File: config.mk
export PLATFORM = sky130hd
export DESIGN_NAME = spi_master_fifo
export DESIGN_NICKNAME = d
export VERILOG_FILES = /design/src/rtl/spi_pkg.sv /design/src/rtl/spi_tx_fifo.sv /design/src/rtl/spi_master_fifo.sv
export SDC_FILE = /design/constraint.sdc
export NUM_CORES = 1
export LEC_CHECK = 0
export BUFFER_PORTS_ARGS = -buffer_cell sky130_fd_sc_hd__buf_4
export CORE_MARGIN = 2
export CORE_UTILIZATION = 45
export DETAILED_ROUTE_END_ITERATION = 8
export SETUP_SLACK_MARGIN = 0.5
export SLEW_MARGIN = 15
export SYNTH_ARGS = -nofsm -noshare
export SYNTH_HDL_FRONTEND = slang
export SYNTH_SLANG_ARGS = --single-unit
File: constraint.sdc
create_clock -name i_sysclk -period 5 [get_ports i_sysclk]
set_input_delay 1 -clock i_sysclk [delete_from_list [all_inputs] [get_ports i_sysclk]]
set_output_delay 1 -clock i_sysclk [all_outputs]
set_load 0.01 [all_outputs]
File: src/rtl/spi_pkg.sv
// spi_pkg: shared FSM state codes, SPI mode constants and edge-counter sizing
package spi_pkg;
    typedef logic [2:0] state_t;
    localparam state_t IDLE  = 3'd0;
    localparam state_t LOAD  = 3'd1;
    localparam state_t SETUP = 3'd2;
    localparam state_t SHIFT = 3'd3;
    localparam state_t HOLD  = 3'd4;
    localparam state_t GAP   = 3'd5;
    localparam logic [1:0] MODE0 = 2'b00;
    localparam logic [1:0] MODE1 = 2'b01;
    localparam logic [1:0] MODE2 = 2'b10;
    localparam logic [1:0] MODE3 = 2'b11;
    function automatic int edge_w(input int data_w);
        return $clog2(2 * data_w + 1);
    endfunction
endpackage

File: src/rtl/spi_tx_fifo.sv
// spi_tx_fifo: synchronous TX FIFO of {dc, data} words with full/empty flags
module spi_tx_fifo #(
    parameter int W = 9,
    parameter int DEPTH = 4,
    localparam int AW = $clog2(DEPTH)
) (
    input  logic         clk,
    input  logic         rst,
    input  logic         push,
    input  logic         pop,
    input  logic [W-1:0] wdata,
    output logic [W-1:0] rdata,
    output logic         full,
    output logic         empty
);
    logic [W-1:0] mem [DEPTH];
    logic [AW:0] wr, rd;
    logic do_push, do_pop;
    assign full = (wr[AW] != rd[AW]) && (wr[AW-1:0] == rd[AW-1:0]);
    assign empty = wr == rd;
    assign rdata = mem[rd[AW-1:0]];
    assign do_push = push && (!full || pop);
    assign do_pop = pop && !empty;
    always_ff @(posedge clk) begin
        if (rst) begin
            wr <= '0;
            rd <= '0;
        end else begin
            if (do_push) wr <= wr + 1'b1;
            if (do_pop) rd <= rd + 1'b1;
        end
    end
    always_ff @(posedge clk) begin
        if (do_push) mem[wr[AW-1:0]] <= wdata;
    end
endmodule

File: src/rtl/spi_master_fifo.sv
// spi_master_fifo: FIFO-fed SPI master with all CPOL/CPHA modes, SS hold and D/C side bit
module spi_master_fifo
    import spi_pkg::*;
#(
    parameter int DATA_W = 8,
    parameter int NUM_SS = 2,
    parameter int FIFO_DEPTH = 4,
    parameter int DIV_W = 8,
    localparam int SS_W = (NUM_SS > 1) ? $clog2(NUM_SS) : 1
) (
    input  logic              i_sysclk,
    input  logic              i_sysrst,
    input  logic              i_en,
    input  logic              i_cpol,
    input  logic              i_cpha,
    input  logic              i_lsb_first,
    input  logic [DIV_W-1:0]  i_div,
    input  logic [SS_W-1:0]   i_ss_sel,
    input  logic              i_ss_hold,
    input  logic              i_irq_en,
    input  logic              i_irq_clr,
    input  logic [DATA_W-1:0] i_tx_data,
    input  logic              i_tx_dc,
    input  logic              i_tx_valid,
    output logic              o_tx_ready,
    output logic [DATA_W-1:0] o_rx_data,
    output logic              o_rx_valid,
    output logic              o_busy,
    output logic              o_irq,
    output logic              o_spi_sck,
    output logic              o_spi_mosi,
    input  logic              i_spi_miso,
    output logic [NUM_SS-1:0] o_spi_ss_n,
    output logic              o_spi_dc
);
    localparam int EW = edge_w(DATA_W);
    state_t state, nxt;
    logic full, empty, f_dc, pop, edge_tick, to_hold, to_gap, tick, last, sample, drive;
    logic cpol_l, cpha_l, lsb_l, lsb, out_bit;
    logic [1:0] mode;
    logic [DATA_W-1:0] f_data, tx_sh, rx_sh, tx_src, tx_shifted, rx_shift, rx_nx;
    logic [DIV_W-1:0] cnt, div_l;
    logic [EW-1:0] ecnt, edge_num;
    logic [NUM_SS-1:0] ss_dec;

    spi_tx_fifo #(.W(DATA_W + 1), .DEPTH(FIFO_DEPTH)) u_fifo (
        .clk(i_sysclk),
        .rst(i_sysrst),
        .push(i_tx_valid && o_tx_ready),
        .pop(pop),
        .wdata({i_tx_dc, i_tx_data}),
        .rdata({f_dc, f_data}),
        .full(full),
        .empty(empty)
    );

    assign o_tx_ready = !full;
    assign mode = {cpol_l, cpha_l};
    assign tick = cnt == div_l;
    assign edge_num = (state == SETUP) ? EW'(1) : ecnt + EW'(1);
    assign last = edge_num == EW'(2 * DATA_W);
    assign sample = edge_tick && (edge_num[0] ? mode inside {MODE0, MODE2} : mode inside {MODE1, MODE3});
    assign drive = edge_tick && !last && (edge_num[0] ? mode inside {MODE1, MODE3} : mode inside {MODE0, MODE2});
    // The LOAD cycle shifts straight from the FIFO head with the incoming bit order
    assign tx_src = pop ? f_data : tx_sh;
    assign lsb = pop ? i_lsb_first : lsb_l;
    assign out_bit = lsb ? tx_src[0] : tx_src[DATA_W-1];
    assign tx_shifted = lsb ? tx_src >> 1 : tx_src << 1;
    assign rx_shift = lsb_l ? {i_spi_miso, rx_sh[DATA_W-1:1]} : {rx_sh[DATA_W-2:0], i_spi_miso};
    assign rx_nx = sample ? rx_shift : rx_sh;

    always_comb begin
        ss_dec = '1;
        for (int i = 0; i < NUM_SS; i++) if (i_ss_sel == SS_W'(i)) ss_dec[i] = 1'b0;
    end

    always_ff @(posedge i_sysclk) begin
        if (i_sysrst) state <= IDLE;
        else state <= nxt;
    end

    always_comb begin
        nxt = state;
        case (state)
            IDLE:    nxt = (!empty && i_en) ? LOAD : IDLE;
            LOAD:    nxt = SETUP;
            SETUP:   nxt = tick ? SHIFT : SETUP;
            SHIFT:   nxt = (tick && last) ? HOLD : SHIFT;
            HOLD:    nxt = tick ? ((i_ss_hold && !empty && i_en) ? LOAD : GAP) : HOLD;
            GAP:     nxt = tick ? IDLE : GAP;
            default: nxt = IDLE;
        endcase
    end

    always_comb begin
        pop = state == LOAD;
        edge_tick = (state == SETUP || state == SHIFT) && tick;
        to_hold = state == SHIFT && nxt == HOLD;
        to_gap = state == HOLD && nxt == GAP;
        o_busy = state != IDLE || !empty;
    end

    always_ff @(posedge i_sysclk) begin
        if (i_sysrst) begin
            cnt <= '0;
            div_l <= '0;
            cpol_l <= 1'b0;
            cpha_l <= 1'b0;
            lsb_l <= 1'b0;
            ecnt <= '0;
            tx_sh <= '0;
            rx_sh <= '0;
            o_rx_data <= '0;
            o_rx_valid <= 1'b0;
            o_irq <= 1'b0;
            o_spi_sck <= 1'b0;
            o_spi_mosi <= 1'b0;
            o_spi_ss_n <= '1;
            o_spi_dc <= 1'b0;
        end else begin
            cnt <= (pop || tick) ? '0 : cnt + 1'b1;
            o_rx_valid <= to_hold;
            o_irq <= (to_gap && empty && i_irq_en) || (o_irq && !i_irq_clr);
            rx_sh <= rx_nx;
            if (to_hold) o_rx_data <= rx_nx;
            if (to_gap) o_spi_ss_n <= '1;
            if (edge_tick) begin
                o_spi_sck <= !o_spi_sck;
                ecnt <= edge_num;
            end
            if (drive) begin
                o_spi_mosi <= out_bit;
                tx_sh <= tx_shifted;
            end
            if (pop) begin
                div_l <= i_div;
                cpol_l <= i_cpol;
                cpha_l <= i_cpha;
                lsb_l <= i_lsb_first;
                o_spi_dc <= f_dc;
                o_spi_sck <= i_cpol;
                o_spi_ss_n <= ss_dec;
                ecnt <= '0;
                rx_sh <= '0;
                tx_sh <= i_cpha ? f_data : tx_shifted;
                o_spi_mosi <= i_cpha ? o_spi_mosi : out_bit;
            end
        end
    end
endmodule
# Word level (Yosys, flattened, before mapping)
# Memory sizes are Yosys's and may differ from the RTL's. A register that Yosys moved wholly into a read port is not among the register bits.
# Cells that the tools add are included.
[op_classes]
add_sub_neg = 4
eq_ne = 16
n_mux = 32
reduce_logical = 38
[op_table]
columns = ["cell", "n"]
rows = [
  ["$mux 8", 7],
  ["$pmux 3 s6", 1],
  ["$logic_and 1x1->1", 17],
  ["$mux 1", 15],
  ["$eq 3x3->1 const B", 4],
  ["$mux 3", 4],
  ["$reduce_bool 2->1", 5],
  ["$add 8x1->8 const B", 1],
  ["$eq 8x8->1", 1],
  ["$mux 2", 4],
  ["$add 3x1->3 const B", 2],
  ["$eq 3x2->1 const B", 2],
  ["$add 5x1->5 const B", 1],
  ["$eq 5x5->1 const B", 1],
  ["$logic_not 1->1", 5],
  ["$logic_or 1x1->1", 5],
  ["$mux 5", 1],
  ["$eq 2x2->1 const B", 2],
  ["$reduce_or 2->1", 2],
  ["$eq 3x1->1 const B", 1],
  ["$eq 3x3->1", 1],
  ["$logic_not 3->1", 1],
  ["$reduce_bool 3->1", 1],
  ["$eq 2x1->1 const B", 1],
  ["5 further kinds", 5],
]
[word_totals]
regBits = 64
mem_bits_rw = 36
inputBits = 29
output_inout_bits = 17
wordCells = 109
n_memories = 1
[mem_list]
columns = ["memory", "words", "width", "read_ports", "rd_clocked_by_memory_dff", "write_ports", "line_no", "rtl"]
rows = [
  ["u_fifo.mem", 4, 9, 1, 1, 1, "spi_tx_fifo.sv:16", "logic [W-1:0] mem [DEPTH];"],
]

# Longest topological paths before layout
[logic_depth]
depth_word = 12
ltp_mapped = 7
mapped_depth_nobuf = 6

# Hierarchy
# From an unflattened synthesis, not the netlist that was laid out.
[hier_totals]
hier_cells = 421
hier_area_um2 = 4657.0
[modules_own_cells]
columns = ["module", "n_inst", "cells_per_inst", "area_each_um2", "seq_area_each_um2"]
rows = [
  ["spi_master_fifo", 1, 319, 2815.2, 1141.1],
  ["spi_tx_fifo", 1, 102, 1841.8, 1241.2],
]

# Least setup slack after synthesis
# No wires, ideal clock.
[synth_path]
path_type = "reg-to-output"
startpoint = "reg u_fifo.wr[0]"
endpoint = "out o_busy"
t_arrival_ns = 1.222
required_ns = 4.000
slack_ns = 2.778
stages_incl_launch_ff = 4
n_path_buf = 0
cell_sequence = "dfxtp_1 xnor2_1 nand3b_1 or4_1"
[synth_via]
elab_chain_len = 3
[synth_rtl]
columns = ["element", "line_no", "rtl"]
rows = [
  ["start, declared", "spi_tx_fifo.sv:17", "logic [AW:0] wr, rd;"],
  ["start signal, assigned", "spi_tx_fifo.sv:29", "if (do_push) wr <= wr + 1'b1;"],
  ["$eq 3x3->1", "spi_tx_fifo.sv:20", "assign empty = wr == rd;"],
  ["$logic_not 1->1", "spi_master_fifo.sv:100", "o_busy = state != IDLE || !empty;"],
  ["$logic_or 1x1->1", "spi_master_fifo.sv:100", ""],
  ["end, declared", "spi_master_fifo.sv:28", "output logic o_busy,"],
]
# No other way between the ends.

# Worst setup path after layout
# Same ends and word-level chain as after synthesis.

==> metrics.cfg <==
[run_status]
status=complete, no violations

[routing]
drt_iter0_drc=198
drt-pass1-iter-count=4
wl_per_cell_um=15.63
routed_wl_mm=9.250
via_per_inst=5.385
via_count=3188
drc=0
ant_nets=0

[finish]
final_area_mm2=0.005201
nFillCells=930
final_util_pct=52.97
fin_cells=592
drive_above_1_share_pct=19.83
fin_nets=490
multi_input_area_mm2=0.002086
synthToLayoutAreaGrowth_pct=13.86
ff_latch_area_mm2=0.002382
n_antenna_cell=0

[critical_path]
critPathArrivalTime_ns=1.91
worstPathRequired_ns=4.00
path_class=register to output port
end_kind=output port
r2r-start=ecnt[0]$_SDFFE_PP0P_
worstRegToRegCells=6
path_max_fanout=6
rrSetupSlack_ns=2.25
r2r-end=o_rx_data[0]$_SDFFE_PP0P_
critPathLaunchType=register

[yosys]
synthTopCellsByArea=dfxtp_1, edfxtp_1, mux4_2, mux2i_1, xor2_1
synth_ff_type=dfxtp_1
ys_ff_latch=101
syn-cell-area_mm2=0.004568
synth_top_area_share_pct=28.49
synth.most_common_cell=dfxtp_1
syn-num-nets=453
syn_avg_cell_area_um2=10.95
yosysWarningCount=0
synth_top_area_cell=dfxtp_1
synth_seq_area_share_pct=52.15
yosys-top-cells-count=dfxtp_1, nand2_1, nor2_1
syn_inst=417
synth-edff-count=36
yosysUniqueCellTypes=53
synth-async-reset-ratio_pct=0

[global_routing]
antenna_found_initial=0
grt_pass1_vias=3037
grt_pass1_wl_mm=14.97
grt_max_degree=44
overflow=0
grt_usage_pct=17.17

[timing]
setup_ws_ns=2.090
hold_slack_ns=0.4655
max_slew.worst_pin.slew_ns=1.226
slew_violations=0
post-route-period-util_pct=58.20
clock_skew_ns=0.01637
post-route-min-period_ns=2.910
fmax_mhz=343.6
slew_headroom_pct=17.39
final_hold_viol_count=0
tns_ns=0
setup_viol=0
rsz0062_at_grt=false

[worst_hold_path]
min_to=o_spi_dc$_SDFFE_PP0P_
worst_hold_startpoint=o_spi_dc$_SDFFE_PP0P_
hold_class=register to register
hold_depth=2

[clock_network]
clkTransAtPathRegs_ns=0.11
numCtsBuffers=9
cts_tree=built
cts_resized=0
clk_latency_ns=0.37
postCtsSetupRepairBufs=0
hold_buffers=0
htreeDepth=3
clock-sinks=101
cts_buffer_depth=2
root_buffer=clkbuf_8

[power]
peakVddDrop_uv=189.2
p_total_mw=1.835
p_leak_nw=2.001
powerDensity_mw_per_mm2=352.8

[placement]
pre_cts_ws_ns=2.309
io_buffer_count=45
place_congestion=0.8193
placed_cells=576
dpl_cell_area_mm2=0.005006
hpwl_mm=6.388

[floorplanning]
core_region_area_mm2=0.009819
rows=36
ios=46
initial_core_util_pct=46.52
fp.dieW_um=104.8
fp.dieH_um=104.8
dieArea_mm2=0.01097

[run]
cap_violations=0

## layout make-up
type                       count  share of cell area (%)
inverter                       7                  0.5052
tap                          133                   3.199
clock buffer                   9                   2.382
clock inverter                 7                   1.371
multi-input combinational    289                   40.10
sequential                   101                   45.80
timing repair buffer          46                   6.639
## sequential cells by signal, summed over array words and instances (netlist names), named ones only
name	cells
o_spi_mosi	1
div_l	8
u_fifo.rd	3
u_fifo.wr	3
lsb_l	1
o_spi_sck	1
o_spi_ss_n	2
tx_sh	8
ecnt	5
o_irq	1
rx_sh	8
state	3
o_rx_valid	1
u_fifo.mem	36
o_rx_data	8
cpha_l	1
o_spi_dc	1
cnt	8
## kinds of logic after synthesis
group	Yosys count	synth area share (%)
AND/OR/NAND/NOR	149	16.87
flip-flops	101	52.15
AO/OA/AOI/OAI	71	10.65
multiplexers	39	11.70
buffers and inverters	27	2.301
XOR/XNOR	23	4.410
adder cells (fa/ha/maj)	7	1.917
## worst max-delay path by stage
stage                         startpoint                        end  slack, ns  cells after the start
6_report       u_fifo.wr[0]$_SDFFE_PP0P_                     o_busy       2.09                      4
3_3_place_gp        ecnt[0]$_SDFFE_PP0P_  o_rx_data[0]$_SDFFE_PP0P_       2.43                      6
3_5_place_dp        ecnt[0]$_SDFFE_PP0P_  o_rx_data[0]$_SDFFE_PP0P_       2.31                      6
4_1_cts        u_fifo.wr[0]$_SDFFE_PP0P_                     o_busy       2.05                      4
5_1_grt        u_fifo.wr[0]$_SDFFE_PP0P_                     o_busy       2.01                      4
2_1_floorplan  u_fifo.wr[0]$_SDFFE_PP0P_                     o_busy       2.78                      3
## power breakdown
| group | leakage (nW) | internal (mW) | switching (mW) |
|---|---|---|---|
| combinational | 1.05 | 0.156 | 0.223 |
| clock | 0.0922 | 0.194 | 0.310 |
| sequential | 0.856 | 0.900 | 0.0515 |
| total | 2.00 | 1.25 | 0.585 |
## worst max-delay path, stage by stage (launching register included)
cell	delay [ns]
dfxtp_1	0.46
xnor2_1	0.20
nand3b_1	0.24
or4_1	0.48
buf_4	0.16
## per-layer routing
| metal | GRT usage (%) | part of all wire (%) |
|---|---|---|
| met1 | 22.56 | 48 |
| met2 | 28.29 | 48 |
| met3 | 3.681 | 2.4 |
| met4 | 5.619 | 1.1 |
| met5 | 0 | 0 |
## cell usage in the layout (no fill, tap or decap), types with 4 or more instances in the layout
cell,synthesis,routed
ha_1,7,7
mux2_2,8,8
edfxtp_1,36,36
a31oi_1,5,5
a211oi_1,5,5
nor2_1,37,37
a311oi_1,5,5
buf_4,0,46
o2bb2ai_1,8,8
inv_1,6,6
nand2b_1,4,4
o22ai_1,4,4
dfxtp_1,65,65
o21ai_0,6,6
a21oi_1,20,20
and2_1,6,6
mux4_2,9,9
xnor2_1,6,6
mux2_4,4,4
nand3b_1,4,4
nor4_1,5,5
clkbuf_8,0,9
nor2b_1,11,11
nand3_1,17,17
and3_1,5,5
mux2i_1,17,17
xor2_1,17,17
nand2_1,39,39
No activity file was read; power rests on OpenSTA's default activity.
